==> src/rtl/proc_defs.sv <==
// Shared definitions for the multicycle processor control path:
// opcodes, step numbers, control FSM encoding and the PC register index.
package proc_defs;

  localparam logic [2:0] OP_MV   = 3'd0;
  localparam logic [2:0] OP_MVI  = 3'd1;
  localparam logic [2:0] OP_ADD  = 3'd2;
  localparam logic [2:0] OP_SUB  = 3'd3;
  localparam logic [2:0] OP_LD   = 3'd4;
  localparam logic [2:0] OP_ST   = 3'd5;
  localparam logic [2:0] OP_MVNZ = 3'd6;
  localparam logic [2:0] OP_RSV  = 3'd7;

  localparam logic [2:0] T0 = 3'd0;
  localparam logic [2:0] T1 = 3'd1;
  localparam logic [2:0] T2 = 3'd2;
  localparam logic [2:0] T3 = 3'd3;
  localparam logic [2:0] T4 = 3'd4;
  localparam logic [2:0] T5 = 3'd5;
  localparam logic [2:0] T6 = 3'd6;
  localparam logic [2:0] T7 = 3'd7;

  typedef enum logic {
    ST_IDLE = 1'b0,
    ST_EXEC = 1'b1
  } state_t;

  localparam logic [2:0] PC_IDX = 3'd7;

endpackage

==> src/rtl/unidade_controle_if.sv <==
// Datapath-facing bundle of the control unit: memory data and G flag in,
// register-file selects and datapath strobes out.
interface unidade_controle_if #(parameter int N = 9);

  logic [N-1:0] DIN;
  logic         G_zero;
  logic [7:0]   Rout;
  logic [7:0]   Rin;
  logic         Gout;
  logic         DINout;
  logic         Ain;
  logic         Gin;
  logic         AddSub;
  logic         ADDRin;
  logic         DOUTin;
  logic         W_D;
  logic         incr_pc;
  logic         IRin;

  modport master (
    input  DIN, G_zero,
    output Rout, Rin, Gout, DINout, Ain, Gin, AddSub,
           ADDRin, DOUTin, W_D, incr_pc, IRin
  );

  modport slave (
    output DIN, G_zero,
    input  Rout, Rin, Gout, DINout, Ain, Gin, AddSub,
           ADDRin, DOUTin, W_D, incr_pc, IRin
  );

endinterface

==> src/rtl/dec3to8.sv <==
// 3-bit index to one-hot 8 decoder with enable; all-zero when disabled.
module dec3to8 (
  input  logic [2:0] idx,
  input  logic       en,
  output logic [7:0] onehot
);

  assign onehot = en ? (8'd1 << idx) : 8'd0;

endmodule

==> src/rtl/unidade_controle.sv <==
// Instruction-sequencing control unit: IR register plus opcode x step decode.
// Build option CTRL_MVNZ_EN enables opcode 110 as mvnz; otherwise it is reserved.
//
// state   | meaning
// --------+---------------------------------------------------------------
// ST_IDLE | waiting for Run; step counter held clear, no strobes
// ST_EXEC | fetching/executing; step from Tstep, IR holds current opcode
module unidade_controle
  import proc_defs::*;
#(
  parameter int N = 9
) (
  input  logic       Clock,
  input  logic       Reset,
  input  logic       Run,
  input  logic [2:0] Tstep,
  output logic       Clear,
  output logic       Done,
  output logic       Illegal,
  unidade_controle_if.master dp
);

  state_t       state, state_nxt;
  logic [N-1:0] ir;
  logic [2:0]   op, rx, ry;

  logic         rout_en, rin_en;
  logic [2:0]   rout_idx, rin_idx;
  logic [7:0]   rout, rin;
  logic         gout, dinout, ain, gin, addsub, addrin, doutin, w_d, incr_pc, ir_in;
  logic         done, illegal;

  assign op = ir[8:6];
  assign rx = ir[5:3];
  assign ry = ir[2:0];

  always_ff @(posedge Clock) begin
    if (Reset) state <= ST_IDLE;
    else       state <= state_nxt;
  end

  // ir_in is only ever raised at T2 of EXEC, so IR cannot move at any other time
  always_ff @(posedge Clock) begin
    if (Reset)      ir <= '0;
    else if (ir_in) ir <= dp.DIN;
  end

  always_comb begin
    state_nxt = state;
    unique case (state)
      ST_IDLE: if (Run) state_nxt = ST_EXEC;
      ST_EXEC: if (done && !Run) state_nxt = ST_IDLE;
      default: state_nxt = ST_IDLE;
    endcase
  end

  always_comb begin
    rout_en  = 1'b0;
    rout_idx = 3'd0;
    rin_en   = 1'b0;
    rin_idx  = 3'd0;
    gout     = 1'b0;
    dinout   = 1'b0;
    ain      = 1'b0;
    gin      = 1'b0;
    addsub   = 1'b0;
    addrin   = 1'b0;
    doutin   = 1'b0;
    w_d      = 1'b0;
    incr_pc  = 1'b0;
    ir_in    = 1'b0;
    done     = 1'b0;
    illegal  = 1'b0;
    if (state == ST_EXEC) begin
      unique case (Tstep)
        T0: begin
          rout_en = 1'b1; rout_idx = PC_IDX; addrin = 1'b1; incr_pc = 1'b1;
        end
        T1: ;
        T2: begin
          dinout = 1'b1; ir_in = 1'b1;
        end
        default: begin
          // T6/T7 match no arm below: they drive nothing
          unique case (op)
            OP_MV: if (Tstep == T3) begin
              rout_en = 1'b1; rout_idx = ry; rin_en = 1'b1; rin_idx = rx; done = 1'b1;
            end
            OP_MVI: begin
              if (Tstep == T3) begin
                rout_en = 1'b1; rout_idx = PC_IDX; addrin = 1'b1; incr_pc = 1'b1;
              end else if (Tstep == T5) begin
                dinout = 1'b1; rin_en = 1'b1; rin_idx = rx; done = 1'b1;
              end
            end
            OP_ADD, OP_SUB: begin
              if (Tstep == T3) begin
                rout_en = 1'b1; rout_idx = rx; ain = 1'b1;
              end else if (Tstep == T4) begin
                rout_en = 1'b1; rout_idx = ry; gin = 1'b1; addsub = op[0];
              end else if (Tstep == T5) begin
                gout = 1'b1; rin_en = 1'b1; rin_idx = rx; done = 1'b1;
              end
            end
            OP_LD: begin
              if (Tstep == T3) begin
                rout_en = 1'b1; rout_idx = ry; addrin = 1'b1;
              end else if (Tstep == T5) begin
                dinout = 1'b1; rin_en = 1'b1; rin_idx = rx; done = 1'b1;
              end
            end
            OP_ST: begin
              if (Tstep == T3) begin
                rout_en = 1'b1; rout_idx = ry; addrin = 1'b1;
              end else if (Tstep == T4) begin
                rout_en = 1'b1; rout_idx = rx; doutin = 1'b1; w_d = 1'b1; done = 1'b1;
              end
            end
`ifdef CTRL_MVNZ_EN
            OP_MVNZ: if (Tstep == T3) begin
              done = 1'b1;
              if (!dp.G_zero) begin
                rout_en = 1'b1; rout_idx = ry; rin_en = 1'b1; rin_idx = rx;
              end
            end
`else
            OP_MVNZ: if (Tstep == T3) begin
              done = 1'b1; illegal = 1'b1;
            end
`endif
            default: if (Tstep == T3) begin
              done = 1'b1; illegal = 1'b1;
            end
          endcase
        end
      endcase
    end
  end

`ifndef CTRL_MVNZ_EN
  logic g_zero_unused;
  assign g_zero_unused = dp.G_zero;
`endif

  dec3to8 u_rout_dec (.idx(rout_idx), .en(rout_en), .onehot(rout));
  dec3to8 u_rin_dec  (.idx(rin_idx),  .en(rin_en),  .onehot(rin));

  assign Done    = done;
  assign Illegal = illegal;
  assign Clear   = done || (state == ST_IDLE) || (Tstep == T7);

  assign dp.Rout    = rout;
  assign dp.Rin     = rin;
  assign dp.Gout    = gout;
  assign dp.DINout  = dinout;
  assign dp.Ain     = ain;
  assign dp.Gin     = gin;
  assign dp.AddSub  = addsub;
  assign dp.ADDRin  = addrin;
  assign dp.DOUTin  = doutin;
  assign dp.W_D     = w_d;
  assign dp.incr_pc = incr_pc;
  assign dp.IRin    = ir_in;

endmodule

==> src/flat_wrapper.sv <==
// flat-port wrapper written by rule: the top's interface ports become plain ports
module unidade_controle_flat import proc_defs::*;
#(
  parameter int N = 9
)
  (Clock, Reset, Run, Tstep, Clear, Done, Illegal, dp_DIN, dp_G_zero, dp_Rout, dp_Rin, dp_Gout, dp_DINout, dp_Ain, dp_Gin, dp_AddSub, dp_ADDRin, dp_DOUTin, dp_W_D, dp_incr_pc, dp_IRin);
  unidade_controle_if #(.N(N)) dp_i ();
  input  logic Clock;
  input  logic Reset;
  input  logic Run;
  input  logic [2:0] Tstep;
  output logic Clear;
  output logic Done;
  output logic Illegal;
  input wire logic [$bits(dp_i.DIN)-1:0] dp_DIN;
  input wire logic [$bits(dp_i.G_zero)-1:0] dp_G_zero;
  output wire logic [$bits(dp_i.Rout)-1:0] dp_Rout;
  output wire logic [$bits(dp_i.Rin)-1:0] dp_Rin;
  output wire logic [$bits(dp_i.Gout)-1:0] dp_Gout;
  output wire logic [$bits(dp_i.DINout)-1:0] dp_DINout;
  output wire logic [$bits(dp_i.Ain)-1:0] dp_Ain;
  output wire logic [$bits(dp_i.Gin)-1:0] dp_Gin;
  output wire logic [$bits(dp_i.AddSub)-1:0] dp_AddSub;
  output wire logic [$bits(dp_i.ADDRin)-1:0] dp_ADDRin;
  output wire logic [$bits(dp_i.DOUTin)-1:0] dp_DOUTin;
  output wire logic [$bits(dp_i.W_D)-1:0] dp_W_D;
  output wire logic [$bits(dp_i.incr_pc)-1:0] dp_incr_pc;
  output wire logic [$bits(dp_i.IRin)-1:0] dp_IRin;
  assign dp_i.DIN = dp_DIN;
  assign dp_i.G_zero = dp_G_zero;
  assign dp_Rout = dp_i.Rout;
  assign dp_Rin = dp_i.Rin;
  assign dp_Gout = dp_i.Gout;
  assign dp_DINout = dp_i.DINout;
  assign dp_Ain = dp_i.Ain;
  assign dp_Gin = dp_i.Gin;
  assign dp_AddSub = dp_i.AddSub;
  assign dp_ADDRin = dp_i.ADDRin;
  assign dp_DOUTin = dp_i.DOUTin;
  assign dp_W_D = dp_i.W_D;
  assign dp_incr_pc = dp_i.incr_pc;
  assign dp_IRin = dp_i.IRin;
  unidade_controle #(.N(N)) u_core (.Clock(Clock), .Reset(Reset), .Run(Run), .Tstep(Tstep), .Clear(Clear), .Done(Done), .Illegal(Illegal), .dp(dp_i));
endmodule
==> config.mk <==
export PLATFORM = sky130hd
export DESIGN_NAME = unidade_controle_flat
export DESIGN_NICKNAME = d
export VERILOG_FILES = /design/src/rtl/proc_defs.sv /design/src/rtl/unidade_controle_if.sv /design/src/rtl/dec3to8.sv /design/src/rtl/unidade_controle.sv /design/src/flat_wrapper.sv
export SDC_FILE = /design/constraint.sdc
export NUM_CORES = 1
export LEC_CHECK = 0
export CAP_MARGIN = 10
export CELL_PAD_IN_SITES_DETAIL_PLACEMENT = 1
export CELL_PAD_IN_SITES_GLOBAL_PLACEMENT = 1
export CORE_ASPECT_RATIO = 1.1
export CORE_UTILIZATION = 45
export CTS_CLUSTER_SIZE = 24
export DETAILED_ROUTE_END_ITERATION = 10
export DONT_BUFFER_PORTS = 1
export PLACE_DENSITY = 0.86
export RECOVER_POWER = 100
export SYNTH_ARGS = -nofsm -noshare
export SYNTH_HDL_FRONTEND = slang
export SYNTH_SLANG_ARGS = --single-unit
==> constraint.sdc <==
create_clock -name Clock -period 4.4 [get_ports Clock]
set_input_delay 0.88 -clock Clock [delete_from_list [all_inputs] [get_ports Clock]]
set_output_delay 0.88 -clock Clock [all_outputs]
set_load 0.01 [all_outputs]
* Word-level counts from Yosys, hierarchy flattened
Index checks and enable logic that the tools add are counted. Widths: inputs -> output; s select.
Storage, ports and cells: memories 0, bits in writable memories 0, logic and storage cells 102, bits in registers 10, bits in latches 0, bits in read-only memories 0, output and inout port bits 29, input bits 16
Operators by class: multiplexer cells 70, reductions and logical operators 16, $mul 0, shifts and indexed selects 2, bitwise operators 1, eq/ne operators 11, magnitude comparators 0, add/sub/neg operators 0, div/mod/pow operators 0
Operator list (number):
- $mux 1 | 43
- $mux 3 | 14
- $mux 8 | 2
- $shl 1x3->8 const A | 2
- $eq 3x3->1 const B | 5
- $eq 3x2->1 const B | 4
- $pmux 1 s2 | 6
- $pmux 3 s4 | 1
- $reduce_or 3->1 | 4
- $reduce_or 2->1 | 5
- $pmux 3 s3 | 1
- $eq 3x1->1 const B | 2
- $logic_not 3->1 | 2
- $pmux 1 s3 | 2
- $pmux 3 s2 | 1
- $reduce_or 6->1 | 1
- $logic_or 1x1->1 | 2
- $logic_and 1x1->1 | 1
- $logic_not 1->1 | 1
- $not 1->1 | 1

* Logic depth before layout (Yosys ltp)
Gate-level depths: netlist (run 1).
depth after elaboration 10, gate-level depth with buffers 7, mapped depth without buffers 5

* Modules after synthesis
Synthesis (run 1) repeated with hierarchy kept, for this count alone.
Unflattened totals: cells, all modules 144, area total of the unflattened synthesis 1052.3 um^2
By module, submodules not included:
- unidade_controle | seq. area each 200.2 um^2, cells each 128, area each 862.1 um^2, instances 1
- dec3to8 | seq. area each 0.0 um^2, cells each 8, area each 95.1 um^2, instances 2

* Worst setup path after synthesis (run 1)
No wires, ideal clock.
path kind input-to-output, from input port Tstep[0], to output port dp_Rout[1], path buffers 1, path slack 1.284 ns, arrival 2.236 ns, cell stages on the path 5, path through buf_4 or3b_4 o32ai_4 a221oi_1 nor4_1
Between the ends: cells in the longest elaborated chain, start to end 8, elaborated cells between the ends (all ways) 23
Ends and longest elaborated chain:
- from (decl) | RTL line flat_wrapper.sv:11 | input logic [2:0] Tstep;
- $eq 3x3->1 | RTL line unidade_controle.sv:99, unidade_controle.sv:115
- $mux 3 (on tied branches) | RTL line unidade_controle.sv:115, unidade_controle.sv:99
- $mux 3 (on tied branches) | RTL line unidade_controle.sv:113, unidade_controle.sv:97
- $pmux 3 s4 | RTL line unidade_controle.sv:85 | unique case (op)
- $pmux 3 s2 | RTL line unidade_controle.sv:75 | unique case (Tstep)
- $mux 3 | RTL line unidade_controle.sv:74 | if (state == ST_EXEC) begin
- $shl 1x3->8 | RTL line dec3to8.sv:8 | assign onehot = en ? (8'd1 << idx) : 8'd0;
- $mux 8 * | RTL line dec3to8.sv:8
- to (decl) | RTL line flat_wrapper.sv:17 | output wire logic [$bits(dp_i.Rout)-1:0] dp_Rout;
Every way passes the cells marked *; elsewhere a longest branch is shown, timed or not.

* Worst setup path in the final report (run 1)
from register u_core.ir[7], to output port dp_Rout[1]
Between the ends: cells in the longest elaborated chain, start to end 7, elaborated cells between the ends (all ways) 18
Ends and longest elaborated chain:
- from (decl) | RTL line unidade_controle.sv:24 | logic [N-1:0] ir;
- from (signal assigned) | RTL line unidade_controle.sv:45 | else if (ir_in) ir <= dp.DIN;
- $eq 3x3->1 (tied with other cells) | RTL line unidade_controle.sv:85
- $reduce_or 2->1 (on tied branches)
- $pmux 3 s4 | RTL line unidade_controle.sv:85
- $pmux 3 s2 | RTL line unidade_controle.sv:75
- $mux 3 | RTL line unidade_controle.sv:74
- $shl 1x3->8 | RTL line dec3to8.sv:8
- $mux 8 * | RTL line dec3to8.sv:8
Marked as above.

==> results of run 1 <==
[layout make-up]
type                            count  area (um^2)  share of cell area [%]
Tap cell                           28         35.0                    3.58
Sequential cell                    10          200                    20.5
Inverter                            4         15.0                    1.53
Multi-Input combinational cell    114          692                    70.7
Clock buffer                        4         36.3                    3.71
[layer usage]
metal	track usage, %	share of wire (%)	vias up
met2	37.5	53	15
met3	3.47	2.7	2
met5	0	0	-
li1	-	-	490
met4	8.57	0.92	0
met1	29.7	44	462
[kinds of logic after synthesis]
family          Yosys count  share of synthesized area [%]
flops                    10                           19.9
xor+xnor                  2                           1.74
simple gates             78                           41.6
compound gates           34                           27.8
buf+inv                  17                           8.94
[cells in the final DEF, fill, tap and decap left out, types with 2 or more instances in the layout]
| cell type | count |
|---|---|
| nor2b_1 | 3 |
| nand2_1 | 24 |
| nor3_1 | 6 |
| clkbuf_4 | 3 |
| a221oi_1 | 3 |
| or3b_4 | 2 |
| dfxtp_1 | 10 |
| a221o_1 | 3 |
| a21oi_1 | 12 |
| nor3b_1 | 2 |
| nor4_1 | 10 |
| xnor2_1 | 2 |
| o21a_1 | 2 |
| a21o_1 | 2 |
| o2111ai_1 | 2 |
| nand2b_1 | 5 |
| nand3b_1 | 2 |
| nor2_1 | 16 |
| inv_1 | 4 |
[worst register-to-register path, stage by stage, from the launching register on]
cell and delay (ns):
dfxtp_1 0.49, nand2b_1 0.16, or2_0 0.44, inv_1 0.35
nand2_1 0.11, a21oi_1 0.12
[through the flow]
| stage | cell area [um^2] | power [W] | hold WS (ns) | worst slack (ns) | cells |
|---|---|---|---|---|---|
| 3_5_place_dp | 967 | 0.000140 | 0.465 | 1.26 | 156 |
| 2_1_floorplan | 1010 | 0.000141 | 0.449 | 1.28 | 141 |
| 3_3_place_gp | 967 | 0.000137 | 0.456 | 1.35 | 156 |
| 6_report | 978 | 0.000216 | 0.472 | 1.06 | 160 |
| 4_1_cts | 1000 | 0.000218 | 0.474 | 1.19 | 160 |
| 5_1_grt | 978 | 0.000228 | 0.501 | 0.877 | 160 |
[power by group through the flow]
stage          clock [W]  combinational [W]  sequential (W)
2_1_floorplan          0          0.0000444       0.0000963
3_5_place_dp           0          0.0000390        0.000101
3_3_place_gp           0          0.0000370        0.000100
5_1_grt        0.0000870          0.0000417       0.0000992
6_report       0.0000791          0.0000380       0.0000986
4_1_cts        0.0000806          0.0000391       0.0000987
[worst paths after layout]
kind | slack [ns] | cells past startpoint | from | end
hold reg to reg | 0.47 | 2 | u_core.ir[2]$_SDFFE_PP0P_ | u_core.ir[2]$_SDFFE_PP0P_
setup reg to reg | 2.66 | 5 | u_core.state$_SDFF_PP0_ | u_core.ir[3]$_SDFFE_PP0P_
hold / removal | 0.47 | 2 | u_core.ir[2]$_SDFFE_PP0P_ | u_core.ir[2]$_SDFFE_PP0P_
setup / recovery | 1.06 | 4 | u_core.ir[7]$_SDFFE_PP0P_ | dp_Rout[1]
[flip-flops by register name, indices dropped and copies added (netlist names)]
| signal | count |
|---|---|
| u_core.ir | 9 |
| u_core.state | 1 |
==> results.txt, run 1 <==
- Critical path's largest stage delay: 0.63 ns
- Row cnt: 17
- After legalization and detailed placement, the total HPWL measured 1.90 mm.
- Count of antenna-violating nets left after detailed routing: 0
- Post_cts resized: 0
- Via count of the first global-routing pass: 895
- Share of total power consumed by net switching: 26.3%
* Worst-path fanout max: 14
- The floorplan step set the die height to 51.6 um.
- In this run, the combinational gates consume 17.6% of the power.
* Synth Net Count: 157
- At the worst endpoint, the required time is 3.52 ns.
* Setup Skew: 0.00154 ns
- Across the run, the number of max-cap violations was 0.
* Number of CTS-inserted buffers: 3
* Cell Int Power: 0.000159 W
* Synthesis-to-finish area growth: -2.86%
* Path type of the worst min-delay path: reg -> reg
* Width of the die: ~47 um
- Post-Syn Instances: between 100 and 150
- Number of buffers inserted for hold repair after clock tree synthesis: 0
- CP max stage cell: dfxtp_1
* Post-synthesis sequential area ratio: 19.9%
* Clock tree from TritonCTS: done
- Each instance of the synthesized netlist takes up on average 7.14 um^2.
- The number of different library cells used by synthesis comes to 44.
- Pin placement for this block handled 45 I/O pins.
- In this run, the number of DRC markers left after iteration 0 of detailed routing was 12.
- Critical path buffers and inverters: 0
- Area share of the leading cell type in the synthesized netlist: 19.9%
- The synthesized netlist occupies a cell area of between 1000 and 1500 um^2.
- After routing, the total negative slack on setup checks comes to 0 ns.
- RSZ-0062 raised after global routing: false
* Top delay family on crit path: simple AND/OR/NAND/NOR gates
* Count of filler cells inserted in the layout: a little under 300
- Kind of start point of the critical path: flip-flop
- Count of unresolved DRC violations after routing: 0
* Critical path arrival: 2.46 ns
* Clock network fraction of total power: between 30 and 40%
- Once the floorplan was initialized, standard cells occupied 48.8% of the core.
- Sink Count: 10
- Drt wl/cell: 15.6 um
- Gr usage total: 23.0%
- Largest cells by area after synthesis: dfxtp_1 20%, nand2_1 8.9%, a21oi_1 6.0%
- The final number of max-transition violations was 0.
* Max H-tree Level: 1
* # port buffers: 0
- The number of antenna violations at the first check in global routing is 0.
- Leading post-synthesis cells by instance count: 24 x nand2_1, 16 x nor2_1, 12 x a21oi_1
- The critical path is of the reg -> out type.
* Fin. Hold Viols: 0
- Cells fill 47.4% of the core in the end.
- IR analysis of the VDD net gives a maximum drop of 0.208 mV.
* Maximum clock insertion buffer count: 2
- In the synthesized netlist the async set-or-reset flop fraction comes to 0%.
- P per Cell Area: between 200 and 250 nW/um^2
- Nets: about 150
- CTS placed an instance of clkbuf_4 at the clock tree root.
* Final weighted congestion of routability-driven global placement: 0.760
* Reported net switching power: 0.0000567 W
- Clock latency at the later pin of the worst-skew pair: 0.25 ns
- Leakage power total: approximately 0.27 nW
- Sequential share of power: between 40% and 50%
* Max-slew headroom at the worst pin: 56.8%
- The largest total area in the synthesized netlist belongs to dfxtp_1.
- For the pin with the worst max-slew slack, the measured transition is about 0.64 ns.
- TritonRoute pass-1 iters: 3
- Per-cell via count in the routed design: 6.06
* Outcome: finished, final reports clean
- Based on the critical path, the design can be clocked at up to ~300 MHz.
* Buffers inserted by post-CTS timing repair: 0
- After clock tree synthesis, the clock-pin slew on the worst setup and hold paths is 0.06 ns.
- In this run, synthesis inferred 0 flip-flops with an integrated enable.
- Gr ovfl total: 0
- Cell-by-cell listing of the critical path: or2b_2, o22ai_1, a221oi_1, nor4_1
- STA classifies the critical path endpoint as a primary output.
- Entering global routing, the biggest net connects 19 pins.
- Fraction of final layout cells sized beyond drive strength 1: 6.82%
- The worst path in the final design needs a cycle of 3.34 ns, including I/O delays and setup.
- Area of the core region: 2060 um^2
- During synthesis, Yosys emitted a total of 0 warnings.
* N_diodes: 0
- The routed layout has ~970 vias.
* Leading cell type by number of instances after synthesis: nand2_1
* Dominant synthesized flop cell: dfxtp_1
- Dividing the final minimum period by the clock period gives between 70% and 80%.
- The routed design has 2.49 mm of wire.
* Wire length of the first global-routing pass: 4.08 mm
- Number of storage elements in the synthesis netlist: 10
- The die covers 2430 um^2.
- Setup violations remaining at the end of the flow were counted as 0.
No activity file was read; power rests on OpenSTA's default activity.
==> run 2, diff against run 1 <==
CORE_UTILIZATION = 42   (was 45)
PLACE_DENSITY = 0.81   (was 0.86)
clock period = 3.15 ns   (was 4.4 ns; I/O delays follow)
==> run 2 against run 1 <==
  * Wire length rose by 3.6%
  * Sequential power rose by 40%
  * Critical path depth did not move
  * Clock power rose by 4.3%
  * First-iteration DRC count fell by 8.3%
  * Sequential share of layout area barely moved
  * Critical path type unchanged
  * Largest power group unchanged
==> results.txt, run 2 (synthesis results as in run 1) <==
- Critical path arrival: 2.33 ns (was 2.46 ns)
- The total I/O pin count is 45 (unchanged).
- The slew at the pin closest to its max-slew limit was 0.652 ns (was 0.642 ns).
- The proportion of layout cells with a drive suffix above 1 was 7.63% (was 6.82%).
- Most frequent cells in the layout: 24 x nand2_1, 16 x nor2_1, 12 x a21oi_1 (unchanged).
- Largest net degree at the start of global routing: 19 (unchanged)
- Kind of start point of the critical path: flip-flop (unchanged)
* Crit. End Element: primary output (unchanged)
- The die area came to 2600 um^2 (was 2430 um^2).
- # port buffers: 0 (unchanged)
* Clock tree from TritonCTS: done (unchanged)
* Gr ovfl total: 0 (unchanged)
- Vias after detailed routing: 1001 (was 969)
* Commonest non-fill, non-tap cell in the layout: nand2_1 (unchanged)
* RSZ-0062 raised after global routing: false (unchanged)
* Max reg flops: 9 (unchanged)
- The number of buffers on the longest clock path was 2 (unchanged).
- Gr usage total: 19.5% (was 23.0%)
* Synthesis-to-finish area growth: -2.73% (was -2.86%)
- The last weighted congestion value of the routability-driven placer was 0.765 (was 0.760).
* Fin. Hold Viols: 0 (unchanged)
- The number of global-route vias before repair came to 871 (was 895).
- Post-route core utilization: 43.5% (was 47.4%)
- The sequential fraction of design power was 50.2% (was 45.7%).
* Path type of the worst min-delay path: in -> reg (was reg -> reg)
- The number of setup buffers added after CTS was 0 (unchanged).
- The total power per unit cell area was 280 nW/um^2 (was 221 nW/um^2).
- The fraction of power spent switching nets is 28.5% (was 26.3%).
- The CTS buffer count is 3 (unchanged).
- Area of the core region: 2250 um^2 (was 2060 um^2)
* Largest registers in the final layout: u_core.ir x9, u_core.state x1 (unchanged)
* Drt wl/cell: 16.0 um (was 15.6 um)
- Width of the die: 48.7 um (was 47.1 um)
- The iteration count of the initial detailed-routing pass was 2 (was 3).
* N_diodes: 0 (unchanged)
* Clk pin slew, worst setup/hold paths: 0.06 ns (about the same)
- Reg with most FFs: u_core.ir (unchanged)
* Maximum resistive drop on vdd: 0.173 mV (was 0.208 mV)
- The combinational share of power was 19.7% (was 17.6%).
* Number of buffers inserted for hold repair after clock tree synthesis: 0 (unchanged)
- The total chip power came to 0.000275 W (was 0.000216 W).
- Max-slew headroom at the worst pin: 56.2% (was 56.8%)
- Sink Count: 10 (unchanged)
* Critical path's largest stage delay: 0.67 ns (was 0.63 ns)
* Count of antenna-violating nets left after detailed routing: 0 (unchanged)
- Clock latency at the later pin of the worst-skew pair: 0.26 ns (was 0.25 ns)
- Clock network fraction of total power: 30.1% (was 36.7%)
* Root buffer cell: clkbuf_4 (unchanged)
* Top delay family on crit path: simple AND/OR/NAND/NOR gates (unchanged)
- Initial core utilization: 44.7% (was 48.8%)
- In the finished design, the share of the clock period the worst path needs comes to 94.0%.
* Worst-path fanout max: 17 (was 14)
* # setup viols final: 0 (unchanged)
- The HPWL after detailed placement is 1.94 mm (was 1.90 mm).
* Nets: 149 (unchanged)
- CP max stage cell: dfxtp_1 (unchanged)
* Post_cts resized: 0 (unchanged)
- The wire length after detailed routing was 2.58 mm (was 2.49 mm).
- The layout filler cell count was 299 (was 294).
- The number of core rows was 18 (was 17).
- Crit path required time: 2.52 ns (was 3.52 ns)
* Count of unresolved DRC violations after routing: 0 (unchanged)
- Reported net switching power: 0.0000782 W (was 0.0000567 W)
* Height of the die: 53.4 um (was 51.6 um)
* Per-cell via count in the routed design: 6.22 (was 6.06)
- Outcome: finished, final reports clean (unchanged).
- The number of buffers and inverters on the critical path is 0 (unchanged).
* Final slew viol count: 0 (unchanged)
- Static timing analysis puts the maximum clock frequency at 338 MHz.
* Crit path kind: reg -> out (unchanged)
- The number of maximum-capacitance constraint violations was 0 (unchanged).
- The setup TNS after final layout is 0 ns (unchanged).
- Iteration-0 DRC Markers: 11 (was 12)
- Initial antenna violation count: 0 (unchanged)
- Setup Skew: 0.00374 ns (was 0.00154 ns)
- Max H-tree Level: 1 (unchanged)
- Cell-by-cell listing of the critical path: or2b_2, o22ai_2, a221o_1, nor4_1 (was or2b_2, o22ai_1, a221oi_1, nor4_1).
* Leakage power total: 0.266 nW (was 0.270 nW)
- Wire length of the first global-routing pass: 3.92 mm (was 4.08 mm)
- Fin crit period: slightly below 3 ns
- Cell Int Power: 0.000196 W (was 0.000159 W)
run 2: cell count changes in the layout (fill, tap and decap cells not counted), sizes merged:
| cell | previous run | this run |
|---|---|---|
| clkbuf | 4 | 3 |
run 2: power groups by stage:
stage | Clock [W] | Combinational [W] | Sequential (W)
detailed placement | 0 | 0.0000547 | 0.000141
floorplan | 0 | 0.0000620 | 0.000135
global placement | 0 | 0.0000518 | 0.000140
finish | 0.0000825 | 0.0000541 | 0.000138
CTS | 0.0000859 | 0.0000547 | 0.000138
global route | 0.0000917 | 0.0000592 | 0.000139
run 2: cell type report:
class                   instances  area [um^2]  area share (%)
inverters                       4         15.0            1.53
clock buffers                   3         22.5            2.30
well taps                      30         37.5            3.83
flip-flops and latches         10          200            20.4
multi-input cells             114          704            71.9
run 2: worst register-to-register path, delay by kind of cell (launching register included):
family,cells,cell delay (ns)
AOI/OAI and AO/OA,1,0.13
buffers and inverters,1,0.36
DFF,1,0.49
and+or+nand+nor,3,0.74
run 2: stage by stage:
step / std cells / setup slack, ns / cell area [um^2] / hold WS (ns)
2_1_floorplan: 141 / 0.534 / 1010 / 0.449
3_3_place_gp: 158 / 0.585 / 970 / 0.455
3_5_place_dp: 158 / 0.476 / 970 / 0.472
4_1_cts: 161 / 0.184 / 992 / 0.424
5_1_grt: 161 / 0.0633 / 980 / 0.423
6_report: 161 / 0.189 / 980 / 0.433
run 2: per-layer routing:
| metal | track usage, % | wire [um] | vias up |
|---|---|---|---|
| met5 | 0 | 0 | - |
| met4 | 9.80 | 13 | 0 |
| met3 | 1.72 | 101 | 2 |
| met2 | 35.6 | 1270 | 24 |
| met1 | 22.9 | 1190 | 487 |
| li1 | - | - | 488 |
run 2: final timing paths:
check                                    to  depth (start not counted)  slack, ns                       from
hold reg to reg   u_core.ir[2]$_SDFFE_PP0P_                          2       0.48  u_core.ir[2]$_SDFFE_PP0P_
setup reg to reg  u_core.ir[7]$_SDFFE_PP0P_                          5       1.37    u_core.state$_SDFF_PP0_
hold / removal    u_core.ir[4]$_SDFFE_PP0P_                          1       0.43                      Reset
setup / recovery                 dp_Rout[1]                          4       0.19  u_core.ir[8]$_SDFFE_PP0P_
==> run 3, diff against run 2 <==
ABC_AREA = 1   (was not set)
CORE_UTILIZATION = 41   (was 42)
PLACE_DENSITY = 0.82   (was 0.81)
==> run 3 against run 2 <==
  * Sequential power is essentially flat
  * Sequential cell count did not move
  * Hold slack lost 0.0018 ns
  * Global-route usage rose by 4.9 points
  * Via count rose by 13%
  * Worst setup slack improved by 0.26 ns
  * Maximum frequency grew 9.5%
  * Synthesized cell count grew 23%
  * Largest cell class unchanged
  * Largest power group unchanged
==> results.txt, run 3 <==
* N_diodes: 0 (unchanged)
- P per Cell Area: 267 nW/um^2 (was 280 nW/um^2)
- Count of antenna-violating nets left after detailed routing: 0 (unchanged)
- The DRC marker count from the first detailed-route iteration is 9 (was 11).
- The sequential element share of the synthesized area is 19.0% (was 19.9%).
- Worst Reg2Reg Path Length in Cells: 4 (was 5)
- Synthesized area: 1050 um^2 (was 1010 um^2)
- Largest family of logic cells by synthesized area: simple AND/OR/NAND/NOR gates (unchanged)
* Row cnt: 18 (unchanged)
- The relative max-transition margin came to 57.5% (was 56.2%).
- Total Die Area: 2770 um^2 (was 2600 um^2)
* CP max stage cell: nor2_1 (was dfxtp_1)
- Worst-path fanout max: 7 (was 17)
- The overall fraction of global-route tracks in use came to 24.4% (was 19.5%).
- Setup Skew: 0.00317 ns (was 0.00374 ns)
- Hold Worst Slack: 0.432 ns (was 0.433 ns)
- The kind of start point of the critical path is a flip-flop (unchanged).
* Number of buffers inserted for hold repair after clock tree synthesis: 0 (unchanged)
- Met1 track utilization from global routing: 28.4% (was 22.9%)
- Sequential share of power: 48.3% (was 50.2%)
- Top achievable clock speed: 370 MHz (was 338 MHz)
* Count of unresolved DRC violations after routing: 0 (unchanged)
* Crit path kind: reg -> out (unchanged)
* Period Utilization, post-route: 85.8% (was 94.0%)
* Clock network fraction of total power: 29.8% (was 30.1%)
- The xor and xnor fraction of the mapped netlist area is 0% (was 1.74%).
* Maximum clock insertion buffer count: 2 (unchanged)
- The slew at the pin closest to its max-slew limit came to 0.636 ns (was 0.652 ns).
- Buffers inserted by post-CTS timing repair: 0 (unchanged)
* Post_cts resized: 0 (unchanged)
- The minimum clock period was 2.70 ns (was 2.96 ns).
* Synthesis-to-finish area growth: 0.238% (was -2.73%)
- The synthesis-stage register bit count is 10 (unchanged).
- The proportion of layout cells with a drive suffix above 1 was 16.9% (was 7.63%).
- The area share of and/or/nand/nor cells after synthesis came to 56.0% (was 41.6%).
- The cell internal power dissipation was 0.000191 W (was 0.000196 W).
- The worst ir drop on vdd came to 0.289 mV (was 0.173 mV).
* Count of filler cells inserted in the layout: 356 (was 299)
- Commonest non-fill, non-tap cell in the layout: nand2_1 (unchanged)
* Detailed-placement wirelength estimate: 2.69 mm (was 1.94 mm)
- Count of flip-flops with a built-in enable after synthesis: 0 (unchanged)
* Wirelength, routed: 3.23 mm (was 2.58 mm)
- Area share of the leading cell type in the synthesized netlist: 19.0% (was 19.9%)
- Endpoint of the worst-slack reg-to-reg timing path: u_core.ir[2]$_SDFFE_PP0P_ (was u_core.ir[7]$_SDFFE_PP0P_)
- Per-instance average area after synthesis: 6.08 um^2 (was 7.14 um^2)
- Clock tree from TritonCTS: done (unchanged)
* # setup viols final: 0 (unchanged)
* Post-synthesis mux area share: 0% (unchanged)
* Synthesized-area fraction occupied by ao, oa, aoi and oai cells: 13.6% (was 27.8%)
- Number of CTS-inserted buffers: 3 (unchanged)
- The critical path depth was 10 (was 4).
- Cell-by-cell listing of the critical path: inv_1, nor2_1, inv_1, nand3_1, nand3_1, nand2_1, clkinv_2, nand2_1, inv_4, nor2_1 (was or2b_2, o22ai_2, a221o_1, nor4_1)
- The vias per cell came to 5.62 (was 6.22).
- The launching element of the worst setup path is u_core.ir[7]$_SDFFE_PP0P_ (was u_core.ir[8]$_SDFFE_PP0P_).
- Area of the core region: 2340 um^2 (was 2250 um^2)
* Max reg flops: 9 (unchanged)
- The iteration count of the initial detailed-routing pass came to 4 (was 2).
- Comb pwr share: 21.8% (was 19.7%)
- Largest cells by area after synthesis: dfxtp_1 19%, nand2_1 13%, nor2_1 9.3% (was dfxtp_1 20%, nand2_1 8.9%, a21oi_1 6.0%)
* Asr flop ratio synth: 0% (unchanged)
* Initial antenna violation count: 0 (unchanged)
- Root buffer cell: clkbuf_4 (unchanged)
- Most frequent cells in the layout: 37 x nand2_1, 32 x nor2_1, 18 x inv_1 (was 24 x nand2_1, 16 x nor2_1, 12 x a21oi_1).
* Number of distinct library cells after synthesis: 28 (was 44)
- The count of input and output buffers is 0 (unchanged).
- The count of final hold-check violations was 0 (unchanged).
* Post-synthesis adder-cell area fraction: 0% (unchanged)
* Leading post-synthesis cells by instance count: 36 x nand2_1, 26 x nor2_1, 17 x inv_1 (was 24 x nand2_1, 16 x nor2_1, 12 x a21oi_1)
- Crit path required time: 2.52 ns (about the same)
- Wire length of the first global-routing pass: 5.04 mm (was 3.92 mm)
- The most instantiated library cell after synthesis was nand2_1 (unchanged).
* Area leader, netlist: dfxtp_1 (unchanged)
* Yosys warnings: 0 (unchanged)
- Reg with most FFs: u_core.ir (unchanged)
* Width of the die: 50.3 um (was 48.7 um)
- The kind of end point of the critical path is a primary output (unchanged).
- I/O Pins: 45 (unchanged)
- Initial core utilization: 44.9% (was 44.7%)
- Busiest grt layer: met2 (unchanged)
- The switching power total came to 0.0000906 W (was 0.0000782 W).
* Count of max-cap constraint violations: 0 (unchanged)
- Largest net degree at the start of global routing: 18 (was 19)
- Critical path buffers and inverters: 4 (was 0)
* Height of the die: 55.1 um (was 53.4 um)
- Largest registers in the final layout: u_core.ir x9, u_core.state x1 (unchanged)
- The slack of the worst reg-to-reg path is 1.42 ns (was 1.37 ns).
- Drt wl/cell: 16.0 um (about the same)
- The number of clock sinks is 10 (unchanged).
* GR Layer Usage met2: 47.6% (was 35.6%)
* Clock latency at the later pin of the worst-skew pair: 0.26 ns (about the same)
* Total negative slack for setup checks: 0 ns (unchanged)
- Post-Syn Instances: 173 (was 141)
- Outcome: finished, final reports clean (unchanged)
* Max H-tree Level: 1 (unchanged)
- The dominant delay contributor by cell family on the critical path was simple AND/OR/NAND/NOR gates (unchanged).
- The standby leakage power was 0.496 nW (was 0.266 nW).
- The remaining global-route overflow is 0 (unchanged).
- Synth Net Count: 189 (was 157)
- Nets: 190 (was 149)
- The number of global-route vias before repair came to 1095 (was 871).
- The clock slew seen by the registers of the worst setup and hold paths came to 0.06 ns (about the same).
- The met3 track utilization from global routing came to 2.46% (was 1.72%).
- The last element of the critical path is dp_Rout[3] (was dp_Rout[1]).
* Startpoint of the worst register-to-register path: u_core.state$_SDFF_PP0_ (unchanged)
- Dominant synthesized flop cell: dfxtp_1 (unchanged)
- Final weighted congestion of routability-driven global placement: 0.908 (was 0.765)
- The fraction of power spent switching nets was 32.2% (was 28.5%).
- Final slew viol count: 0 (unchanged)
- The stage delay of the slowest cell on the critical path was 0.38 ns (was 0.67 ns).
* Critical path arrival: 2.07 ns (was 2.33 ns)
- The path type of the worst min-delay path was in -> reg (unchanged).
- RSZ-0062 raised after global routing: false (unchanged)
- Vias after detailed routing: 1136 (was 1001)
- PnR Total Power: 0.000282 W (was 0.000275 W)
## run 3: worst min-delay path by stage
stage	start	endpoint	slack, ns	depth (start not counted)
3_3_place_gp	u_core.ir[2]$_SDFFE_PP0P_	u_core.ir[2]$_SDFFE_PP0P_	0.45	2
4_1_cts	Reset	u_core.ir[0]$_SDFFE_PP0P_	0.42	1
2_1_floorplan	u_core.ir[2]$_SDFFE_PP0P_	u_core.ir[2]$_SDFFE_PP0P_	0.44	2
5_1_grt	Reset	u_core.ir[0]$_SDFFE_PP0P_	0.42	1
6_report	Reset	u_core.ir[0]$_SDFFE_PP0P_	0.43	1
3_5_place_dp	u_core.ir[1]$_SDFFE_PP0P_	u_core.ir[1]$_SDFFE_PP0P_	0.47	2
## run 3: per-stage QoR
step / instance area, um^2 / instances / setup slack [ns] / util [%]
finish: 1050 / 202 / 0.446 / 45.0
global route: 1050 / 202 / 0.297 / 45.0
CTS: 1090 / 202 / 0.685 / 46.6
detailed placement: 1070 / 199 / 0.762 / 45.6
global placement: 1070 / 199 / 0.865 / 45.6
floorplan: 1050 / 173 / 0.971 / -
## run 3: cell families (layout without fill, tap and decap cells)
group                  after synthesis  after routing
AOI/OAI and AO/OA                   21             21
buffers and inverters               28             27
DFF                                 10             10
and+or+nand+nor                    114            114
## run 3: layout make-up
cell class                      count  area [um^2]  share of cell area (%)
Clock buffer                        3         22.5                    2.14
Multi-Input combinational cell    135          696                    66.0
Sequential cell                    10          200                    19.0
Tap cell                           30         37.5                    3.56
Inverter                           24         98.8                    9.37
## run 3: power by group through the flow
stage | combinational [W] | clock, W | sequential [W]
after floorplan | 0.0000566 | 0 | 0.000135
after global placement | 0.0000613 | 0 | 0.000139
after detailed placement | 0.0000641 | 0 | 0.000139
after CTS | 0.0000645 | 0.0000887 | 0.000136
after global routing | 0.0000688 | 0.0000918 | 0.000137
final | 0.0000615 | 0.0000840 | 0.000136
## run 3: per-layer routing
layer | part of all wire, % | wire (um) | vias up
li1 | - | - | 565
met1 | 42 | 1360 | 538
met2 | 53 | 1710 | 31
met3 | 4.3 | 139 | 2
met4 | 0.65 | 21 | 0
met5 | 0 | 0 | -
